===== src/rtl/s2mm_ram_writer.sv =====
// s2mm_ram_writer: turns an AXI-Stream of result beats into aligned word writes on a simple RAM port,
// masking the tail beat and flagging tlast framing errors.
module s2mm_ram_writer #(
    parameter int AXI_WIDTH  = 128,
    parameter int ADDR_WIDTH = 32,
    parameter int LEN_WIDTH  = 32,
    localparam int BPB       = AXI_WIDTH / 8
) (
    input  logic                  clk,
    input  logic                  rstn,
    input  logic                  cmd_valid,
    output logic                  cmd_ready,
    input  logic [ADDR_WIDTH-1:0] cmd_addr,
    input  logic [LEN_WIDTH-1:0]  cmd_bytes,
    input  logic [AXI_WIDTH-1:0]  s_axis_tdata,
    input  logic [BPB-1:0]        s_axis_tkeep,
    input  logic                  s_axis_tvalid,
    output logic                  s_axis_tready,
    input  logic                  s_axis_tlast,
    output logic                  wr_en,
    output logic [ADDR_WIDTH-1:0] wr_addr,
    output logic [AXI_WIDTH-1:0]  wr_data,
    output logic [BPB-1:0]        wr_strb,
    output logic                  done,
    output logic                  err
);
    localparam int LB = $clog2(BPB);
    typedef enum logic [1:0] {IDLE, RUN, FIN} state_t;
    state_t                state_q;
    logic [ADDR_WIDTH-1:0] addr_q, wr_addr_q;
    logic [LEN_WIDTH-1:0]  beats_q, beats_d;
    logic [BPB-1:0]        mask_q, mask_d, wr_strb_q, strb_d;
    logic [AXI_WIDTH-1:0]  wr_data_q;
    logic                  wr_en_q, done_q, err_q, final_d;
    always_comb begin
        // one extra bit keeps the round-up from overflowing at the maximum byte count
        beats_d = LEN_WIDTH'(({1'b0, cmd_bytes} + (LEN_WIDTH + 1)'(BPB - 1)) >> LB);
        for (int i = 0; i < BPB; i++)
            mask_d[i] = (cmd_bytes[LB-1:0] == '0) || (i < int'(cmd_bytes[LB-1:0]));
        final_d = beats_q == LEN_WIDTH'(1);
        strb_d  = s_axis_tkeep & (final_d ? mask_q : '1);
    end
    always_ff @(posedge clk or negedge rstn) begin
        if (!rstn) begin
            state_q   <= IDLE;
            addr_q    <= '0;
            beats_q   <= '0;
            mask_q    <= '0;
            wr_en_q   <= 1'b0;
            wr_addr_q <= '0;
            wr_data_q <= '0;
            wr_strb_q <= '0;
            done_q    <= 1'b0;
            err_q     <= 1'b0;
        end else begin
            wr_en_q <= 1'b0;
            done_q  <= 1'b0;
            case (state_q)
                IDLE: if (cmd_valid) begin
                    addr_q  <= cmd_addr & ~ADDR_WIDTH'(BPB - 1);
                    beats_q <= beats_d;
                    mask_q  <= mask_d;
                    err_q   <= 1'b0;
                    state_q <= (cmd_bytes == '0) ? FIN : RUN;
                    done_q  <= cmd_bytes == '0;
                end
                RUN: if (s_axis_tvalid) begin
                    wr_en_q   <= 1'b1;
                    wr_addr_q <= addr_q;
                    wr_data_q <= s_axis_tdata;
                    wr_strb_q <= strb_d;
                    addr_q    <= addr_q + ADDR_WIDTH'(BPB);
                    beats_q   <= beats_q - LEN_WIDTH'(1);
                    if (final_d || s_axis_tlast) begin
                        state_q <= FIN;
                        done_q  <= 1'b1;
                        err_q   <= err_q | (final_d != s_axis_tlast);
                    end
                end
                default: state_q <= IDLE;
            endcase
        end
    end
    assign cmd_ready     = state_q == IDLE;
    assign s_axis_tready = state_q == RUN;
    assign wr_en         = wr_en_q;
    assign wr_addr       = wr_addr_q;
    assign wr_data       = wr_data_q;
    assign wr_strb       = wr_strb_q;
    assign done          = done_q;
    assign err           = err_q;
endmodule

===== config.mk =====
export PLATFORM = sky130hd
export DESIGN_NAME = s2mm_ram_writer
export DESIGN_NICKNAME = d
export VERILOG_FILES = /design/src/rtl/s2mm_ram_writer.sv
export SDC_FILE = /design/constraint.sdc
export NUM_CORES = 1
export LEC_CHECK = 0
export ABC_CLOCK_PERIOD_IN_PS = 5700
export CAP_MARGIN = 20
export CORE_MARGIN = 2
export CORE_UTILIZATION = 45
export CTS_BUF_LIST = sky130_fd_sc_hd__clkbuf_8
export DETAILED_ROUTE_END_ITERATION = 16
export PLACE_DENSITY = 0.79
export RECOVER_POWER = 50
export SLEW_MARGIN = 20
export SYNTH_ARGS = -nofsm -noshare
export SYNTH_HDL_FRONTEND = slang
export SYNTH_SLANG_ARGS = --single-unit

===== constraint.sdc =====
create_clock -name clk -period 5.7 [get_ports clk]
set_input_delay 1.71 -clock clk [delete_from_list [all_inputs] [get_ports clk]]
set_output_delay 1.71 -clock clk [all_outputs]
set_load 0.005 [all_outputs]

==> results.txt, run 1 <==
Outcome = finished with violations
Violated checks = capacitance limit, slew limit
WL/cell = 17.9 microns
Reg area = 6330 sq um
Slew HR = -0.565
Hold Path Class = flip-flop to flip-flop
Gpl congestion = 0.893
CP Data Required Time = 3.99 ns
Grt ovf = 0
Total GRT Usage = 0.270
Post-Route WL = 38,000 microns
CTS max path bufs = 3
Worst slew pin tran = 2.35 ns
Initial core utilization = 0.456
Total die area = 27,600 sq um
Yosys cell types = 63
Post-DRT Antenna Nets = 0
Yosys warning total = 0
Leading area contributor after synthesis = dfrtp_1
Sw Pwr = 0.00234 W
Seq/Total Area, Yosys = 0.536
Proportion of layout cells with a drive suffix above 1 = 0.0509
RSZ-0062 raised after global routing = no
Design area = 16,700 sq um
Mapped Area = 11,800 sq um
Clock tree from TritonCTS = built
Largest vdd supply drop = 0.000239 V
Vias in the first global route = 10,837
Maxcap violations = 4
Pre-CTS setup slack = 1.15 ns
Core footprint = 25,900 sq um
Die X = 166 microns
Clock share of power = 0.243
Endpoints failing setup = 0
Hold_buf cts = 0
Hold Fails Final Rpt = 0
Setup TNS = 0 ns
Switching Fraction = 0.341
First-pass GRT wire length = 60,000 microns
Synth-to-Final Area Change = 41.5%
Fin. max-slew vios = 184
Post-Synthesis Cells = 1,400
Port bufs = 385
Leak = 7.53 nW
Post-CTS setup buffers = 0
Setup Skew = 0.0307 ns
Ys async rst share = 1.00
Area taken by multi-input logic gates = 5040 sq um
# DRC = 0
Row count = 59
Crit path max fanout = 33
Via density = 5.38
Largest net degree at the start of global routing = 117
CP Capture Type = output pin
Antenna violations before repair = 4
Io pins = 394
PD cells = 411 nW/um^2
Top_reg_cell synth = dfrtp_1
Sinks on Clock Net = 253
Crit Path Class = flip-flop to output pin
CTS resizes = 0
Combinational Power Share = 0.336
Iteration-0 DRC count of the detailed router = 986
CP arrival = 2.92 ns
Period Utilization, post-route = 0.812
Number of synthesized flops with an enable pin = 0
P_int = 0.00453 W
DP Area = 15,800 sq um
Fin crit period = 4.63 ns
Final setup margin = 1.07 ns
Fmax achieved = 0.216 GHz
Via count = 11,443
Nets@finish = 1,970
Dpl hpwl = 26,800 microns
Total CTS buffers = 44
Sequential power share = 0.421
Clock latency on the worst-skew pair = 0.57 ns
Die height = 166 microns
Htree depth = 2
Cells after DPL = 2,042
First-pass DRT Iterations = 6
Synth top area cells = dfrtp_1 (54%), nand2_1 (17%), a21oi_1 (2.9%)
Mean area per synthesized cell = 8.44 sq um
Final non-filler cell total = 2,126
Clk pin slew, worst setup/hold paths = 0.06 ns
Worst setup SP type = flip-flop
Fillcell total = 2,144
Pwr Total = 0.00687 W
Post-synth top area share = 0.536
Yosys reg bits = 253
Clock Tree Root = clkbuf_8
==> logic make-up (layout without fill, tap and decap cells) <==
family,Yosys count,in the layout,share of synthesized area
simple gates,796,796,0.292
flops,253,253,0.536
compound gates,207,207,0.107
buf+inv,110,495,0.0392
xor+xnor,25,25,0.0185
fa+ha+maj,4,4,0.00423
mux,4,4,0.00339
other cells,1,7,0.000317
==> layer usage <==
| layer | global-route usage | up-vias | wire (microns) |
|---|---|---|---|
| met3 | 0.0522 | 99 | 2470 |
| met5 | 0 | - | 13 |
| li1 | - | 5445 | - |
| met1 | 0.356 | 5446 | 15800 |
| met4 | 0.119 | 2 | 1620 |
| met2 | 0.438 | 451 | 18100 |
==> flip-flops by register name, summed over array words and instances, names as in the netlist <==
signal / cells
done: 1
addr_q: 28
wr_data: 128
wr_strb: 16
wr_addr: 28
err: 1
wr_en: 1
state_q: 2
beats_q: 32
mask_q: 16
==> power by group through the flow <==
stage / clock [W] / sequential [W] / combinational [W]
6_report: 0.00167 / 0.00289 / 0.00231
5_1_grt: 0.00180 / 0.00298 / 0.00253
4_1_cts: 0.00171 / 0.00289 / 0.00235
3_5_place_dp: 0 / 0.00291 / 0.00234
3_3_place_gp: 0 / 0.00288 / 0.00229
2_1_floorplan: 0 / 0.00285 / 0.000994
==> metrics by stage <==
step                utilization  hold WS, ns
floorplan                     -        0.436
global placement          0.611        0.450
detailed placement        0.611        0.456
CTS                       0.647        0.475
global route              0.645        0.483
finish                    0.646        0.471
==> final timing paths <==
kind | start | to | slack (ns) | cells after the start
worst max-delay path | state_q[1] | s_axis_tready | 1.07 | 4
worst min-delay path | wr_addr[11] | wr_addr[11] | 0.47 | 2
worst max register to register | state_q[1] | beats_q[22] | 1.11 | 10
worst min register to register | wr_addr[11] | wr_addr[11] | 0.47 | 2
max in group asynchronous | rstn | wr_addr[7] | 1.61 | 2
min in group asynchronous | rstn | wr_data[9] | 1.80 | 1
==> layout by cell type, fill, tap and decap left out, drive strengths merged, types with 5 or more instances in the layout <==
cell	instances
xnor2	14
a2bb2oi	5
dfrtp	253
nor2	49
clkdlybuf4s50	360
nand2b	6
xor2	11
o22ai	18
o21ai	47
a221oi	5
nor3	51
nand2	550
dlygate4sd3	24
or4	9
a211oi	7
nand4	22
and3	14
or3	11
and2	6
o31ai	8
nor4	23
a21oi	68
buf	8
a31oi	19
clkinv	5
and4	8
nand3	35
o211ai	5
inv	35
clkbuf	62
==> cell type report <==
class                           count  share of cell area
Timing Repair Buffer              396               0.236
Sequential cell                   253               0.379
Multi-Input combinational cell   1040               0.301
Inverter                           18             0.00434
Clock buffer                       58              0.0477
Antenna cell                        3            0.000449
Tap cell                          335              0.0251
Clock inverter                     23             0.00673
==> critical path, stage by stage (launching register included) <==
cell,delay (ns)
dfrtp_1,0.46
nand2b_1,0.14
clkbuf_1,1.21
inv_2,0.05
clkdlybuf4s50_1,0.50
==> cell usage after synthesis, types with 2 or more instances <==
cell       number
nand2_1       550
dfrtp_1       253
clkbuf_1       72
a21oi_1        68
nor3_1         51
nor2_1         48
o21ai_0        46
nand3_1        35
nand4_1        22
nor4_1         21
a31oi_1        19
o22ai_1        18
inv_1          16
and3_1         14
xnor2_1        14
buf_1          11
xor2_1         11
or3_1           9
and4_1          8
o31ai_1         8
or4_1           8
a211oi_1        7
and2_1          6
nand2b_1        6
a221oi_1        5
a2bb2oi_1       5
o211ai_1        5
buf_4           4
ha_1            4
mux2i_1         4
o221ai_1        4
a41oi_1         3
buf_6           3
or2_2           3
a21o_1          2
a311oi_1        2
a31o_2          2
a41o_1          2
clkinv_1        2
nor3b_1         2
nor4_2          2
nor4b_1         2
o311a_1         2
or3_2           2
Power figures use the tool's default switching activity.
==> run 2, diff against run 1 <==
- ABC_CLOCK_PERIOD_IN_PS: 5700 -> 4500
- clock period: 5.7 -> 4.5 ns (I/O delays scaled with it)
==> run 2 against run 1 <==
  * Final area up 0.23%
  * Worst hold slack worse by 0.0040 ns
  * Power up 26%
  * Clock skew down 0.0085 ns
  * Via count up 0.40%
  * Sequential share of layout area down 0.088 points
  * Critical path type is now primary input to flip-flop
  * Critical path depth up 4
  * Setup slack worse by 0.39 ns
  * The run still ends with capacitance limit, slew limit left
  * Flip-flop and latch count unchanged
  * Clock power up 25%
  * Die area unchanged
==> results.txt, run 2 (same netlist as run 1, synthesis figures left out) <==
Outcome = finished with violations
Violated checks = capacitance limit, slew limit
Clk pin slew, worst setup/hold paths = 0.06 ns
Worst Hold Path Cells = 2
Setup Skew = 0.0222 ns
Proportion of layout cells with a drive suffix above 1 = 0.0514
Total CTS buffers = 44
Post-DRT Antenna Nets = 0
Clock latency on the worst-skew pair = 0.55 ns
Antenna violations before repair = 1
Nets@finish = 1,974
Commonest non-fill, non-tap cell in the layout = nand2_1
Hold_buf cts = 0
Worst path top cell family by delay = buffers and inverters
Max incr delay on CP = 0.78 ns
HP Start = wr_data[20]
Via count = 11,489
Grt ovf = 0
RSZ-0062 raised after global routing = no
Largest vdd supply drop = 0.000365 V
R2R Setup Slk = 1.35 ns
Total GRT Usage = 0.273
Initial core utilization = 0.456
Post-Route WL = 38,400 microns
Clock tree from TritonCTS = built
Vias in the first global route = 11,082
Worst r2r src = state_q[1]
Leak = 7.59 nW
Gpl congestion = 0.901
Dpl hpwl = 27,300 microns
CP Cell Sequence = dlygate4sd3_1, buf_4, nand2_1, inv_6, buf_4, nand2_1, nor3_1, nor3_1
Post-CTS setup buffers = 0
Reg area = 6330 sq um
Most frequent cells in the layout = nand2_1 (550), clkdlybuf4s50_1 (342), dfrtp_1 (253), a21oi_1 (68), clkbuf_8 (55)
Crit path max fanout = 52
Die X = 166 microns
Slew HR = -0.436
R2R cell count = 8
Synth-to-Final Area Change = 41.8%
Htree depth = 2
Sinks on Clock Net = 253
Io pins = 394
Max reg flops = 128
Area taken by multi-input logic gates = 5050 sq um
CP max stage cell = nand2_1
Core footprint = 25,900 sq um
Endpoints failing setup = 0
Period Utilization, post-route = 0.847
Reg-to-reg endpoint = addr_q[20]
PD cells = 518 nW/um^2
Port bufs = 385
Via density = 5.40
Fillcell total = 2,174
Setup TNS = 0 ns
CP Data Required Time = 4.93 ns
Largest net degree at the start of global routing = 176
CP Capture Type = flip-flop
Endpoint, Worst Hold = wr_data[20]
Fin. max-slew vios = 83
Maxcap violations = 1
Total die area = 27,600 sq um
CP arrival = 4.24 ns
Critical path buffers and inverters = 4
Hold Fails Final Rpt = 0
Fin Hold WS = 0.467 ns
CTS max path bufs = 3
# DRC = 0
Crit Path Class = primary input to flip-flop
Die height = 166 microns
Worst slew pin tran = 2.15 ns
Row count = 59
Fin crit period = 3.81 ns
First-pass DRT Iterations = 5
Hold Path Class = flip-flop to flip-flop
Iteration-0 DRC count of the detailed router = 921
Worst setup SP type = primary input
Fmax achieved = 0.262 GHz
WL/cell = 18.1 microns
First-pass GRT wire length = 61,000 microns
Clock Tree Root = clkbuf_8
CTS resizes = 0
-- run 2: changes by cell type in the layout (fill, tap and decap cells not counted), moves of 2 or more --
cell	previous run	this run
inv_1	32	36
clkbuf_8	58	55
clkdlybuf4s50_1	360	342
dlygate4sd3_1	24	42
buf_4	6	9
buf_12	2	4
-- run 2: how the worst max path moves through the flow --
stage	from	end	slack, ns	cells past startpoint
global placement	cmd_bytes[3]	beats_q[23]	0.54	6
floorplan	cmd_bytes[1]	beats_q[13]	1.52	8
detailed placement	cmd_bytes[2]	beats_q[27]	0.47	6
CTS	cmd_bytes[3]	beats_q[27]	1.03	6
finish	s_axis_tvalid	addr_q[20]	0.69	8
global route	s_axis_tvalid	addr_q[20]	0.46	8
-- run 2: power by group --
| group | internal [W] | total, W | leakage [nW] | switching [W] |
|---|---|---|---|---|
| Combinational | 0.00152 | 0.00293 | 3.99 | 0.00141 |
| Clock | 0.00116 | 0.00209 | 0.532 | 0.000936 |
| Sequential | 0.00305 | 0.00366 | 3.06 | 0.000612 |
| Total | 0.00572 | 0.00868 | 7.59 | 0.00296 |
-- run 2: cell type report --
cell class / count / share of cell area
timing repair buffer: 400 / 0.239
antenna: 2 / 0.000299
clock inverter: 25 / 0.00769
tap: 335 / 0.0250
clock buffer: 55 / 0.0452
inverter: 18 / 0.00433
sequential: 253 / 0.378
multi-input combinational: 1040 / 0.301
-- run 2: worst reg2reg max path, cell delays in order (launching register included) --
cell and delay, ns:
dfrtp_1 0.47, nand2b_1 0.22, inv_2 0.11, nand2_1 0.79, inv_6 0.49, buf_4 0.52, nand2_1 0.18, nor3_1 0.18
nor3_1 0.07
-- run 2: per-stage QoR --
step	setup WS, ns	std cells	total power [W]	instance area (sq um)	utilization
finish	0.686	2128	0.00868	16800	0.647
CTS	1.03	2126	0.00879	16800	0.648
global route	0.459	2126	0.00922	16800	0.647
detailed placement	0.466	2046	0.00667	15900	0.614
floorplan	1.52	1403	0.00486	11800	-
global placement	0.544	2046	0.00656	15900	0.614
-- run 2: per-layer routing --
layer	global-route usage	vias to the layer above	routed length, microns	part of all wire
met5	0	-	0	0
met4	0.102	0	1400	0.036
met3	0.0551	87	2710	0.070
met2	0.449	471	18400	0.48
met1	0.360	5473	15900	0.41
li1	-	5458	-	-
==> run 3, diff against run 2 <==
- ABC_CLOCK_PERIOD_IN_PS: 4500 -> 3100
- CORE_UTILIZATION: 45 -> 43
- clock period: 4.5 -> 3.1 ns (I/O delays scaled with it)
==> run 3 against run 2 <==
  * The flow still finishes with violations (capacitance limit, slew limit)
  * Setup slack got worse by 0.43 ns
  * Clock skew fell by 0.0093 ns
  * Count of clock-buffer cells in the layout did not move
  * Cell count rose by 1.4%
  * Wire length rose by 2.9%
  * Non-clock buffer count rose by 29
  * Via count rose by 0.79%
  * Critical path depth fell by 5
  * Largest power group unchanged
==> results.txt, run 3 (same netlist as run 1, synthesis figures left out) <==
Fin crit period = 2.85 ns
CP Data Required Time = 2.17 ns
Reg-to-reg endpoint = wr_data[50]
Violated checks = capacitance limit, slew limit
CP arrival = 1.92 ns
Worst r2r src = state_q[1]
Io pins = 394
Dpl hpwl = 28,600 microns
Antenna violations before repair = 6
Hold_buf cts = 0
DP Area = 16,200 sq um
Post-CTS setup buffers = 0
Die height = 170 microns
Total CTS buffers = 43
Fin. max-slew vios = 62
Max reg flops = 128
Synth-to-Final Area Change = 43.4%
Clk pin slew, worst setup/hold paths = 0.06 ns
Hold Fails Final Rpt = 0
Clock latency on the worst-skew pair = 0.54 ns
Outcome = finished with violations
CP Cell Sequence = nand2b_1, clkinv_1, clkdlybuf4s50_1
Clock tree from TritonCTS = built
Fin util = 0.629
CP Capture Type = output pin
Setup Skew = 0.0129 ns
Crit Path Class = flip-flop to output pin
CTS resizes = 0
R2R Setup Slk = 0.30 ns
Period Utilization, post-route = 0.918
Endpoints failing setup = 0
Design area = 17,000 sq um
Critical path buffers and inverters = 2
Commonest non-fill, non-tap cell in the layout = nand2_1
Die X = 170 microns
Leak = 7.63 nW
CTS max path bufs = 3
Via density = 5.37
# DRC = 0
Initial core utilization = 0.439
Worst slew pin tran = 1.77 ns
Largest net degree at the start of global routing = 118
HP Start = wr_data[109]
Nets@finish = 2,002
Setup TNS = 0 ns
Sinks on Clock Net = 253
RSZ-0062 raised after global routing = no
Slew HR = -0.182
Post-DRT Antenna Nets = 0
Crit path max fanout = 6
Grt ovf = 0
Worst path top cell family by delay = buffers and inverters
Via count = 11,580
Gpl congestion = 0.914
R2R cell count = 7
First-pass DRT Iterations = 5
Vias in the first global route = 10,837
PD cells = 752 nW/um^2
Most frequent cells in the layout = nand2_1 (549), clkdlybuf4s50_1 (382), dfrtp_1 (253), a21oi_1 (68), clkbuf_8 (55)
Largest vdd supply drop = 0.000360 V
Iteration-0 DRC count of the detailed router = 1,004
Worst setup SP type = flip-flop
Routed met2 length = 18,800 microns
Htree depth = 2
Wire length on met1 = 15,500 microns
Max incr delay on CP = 0.54 ns
Core footprint = 27,000 sq um
Endpoint, Worst Hold = wr_data[109]
Total GRT Usage = 0.265
Worst Hold Path Cells = 2
Proportion of layout cells with a drive suffix above 1 = 0.0645
Row count = 60
Total die area = 28,800 sq um
Hold Path Class = flip-flop to flip-flop
CP max stage cell = clkdlybuf4s50_1
Maxcap violations = 1
Port bufs = 385
Uppermost layer routed = met5
First-pass GRT wire length = 59,900 microns
DR WL met3 = 3210 microns
WL/cell = 18.3 microns
Post-Route WL = 39,600 microns
Clock Tree Root = clkbuf_8
Fmax achieved = 0.351 GHz
==> run 3: cell types whose count changed in the layout (fill, tap and decap cells not counted), sizes merged <==
cell and change:
clkdlybuf4s50 +40, dlygate4sd3 -40, clkbuf +10, inv -9, buf +19, clkinv +3, clkinvlp +1
==> run 3: stage by stage <==
step                hold slack [ns]  instances  worst slack, ns  total power, W
CTS                           0.330       2156            0.233          0.0129
finish                        0.474       2158            0.254          0.0127
detailed placement            0.461       2081           0.0497         0.00979
floorplan                     0.436       1403            0.545         0.00706
global route                  0.491       2157            0.123          0.0135
global placement              0.452       2081           0.0755         0.00961
==> run 3: power by group <==
group          leakage [nW]  internal [W]  total, W  switching (W)
Clock                 0.498       0.00167   0.00303        0.00136
Combinational          4.07       0.00230   0.00438        0.00208
Sequential             3.06       0.00443   0.00534       0.000910
==> run 3: layout make-up <==
class | count | area [sq um]
well taps | 341 | 427
diodes | 2 | 5.00
multi-input cells | 1040 | 5050
clock inverters | 20 | 116
clock buffers | 55 | 757
repair buffers | 429 | 4190
fillers | 2261 | 10000
flip-flops and latches | 253 | 6330
inverters | 18 | 72.6
==> run 3: worst reg2reg max path, stage by stage, from the launching register on <==
cell      delay (ns)
dfrtp_1         0.51
nand2b_1        0.25
clkinv_1        0.11
buf_4           0.23
nand2_4         0.24
clkbuf_4        0.94
nand2_1         0.32
nand2_1         0.14
==> run 3: worst max-delay path by stage <==
stage	to	startpoint	depth (start not counted)
3_3_place_gp	state_q[0]	cmd_bytes[2]	5
6_report	s_axis_tready	state_q[1]	3
2_1_floorplan	beats_q[13]	cmd_bytes[1]	8
3_5_place_dp	state_q[0]	cmd_bytes[2]	5
4_1_cts	s_axis_tready	state_q[1]	3
5_1_grt	wr_data[50]	state_q[1]	7
==> run 3: per-layer routing <==
metal	global-route usage	vias to the layer above
met5	0	-
met4	0.130	8
met3	0.0716	120
met2	0.432	485
met1	0.325	5460
li1	-	5507
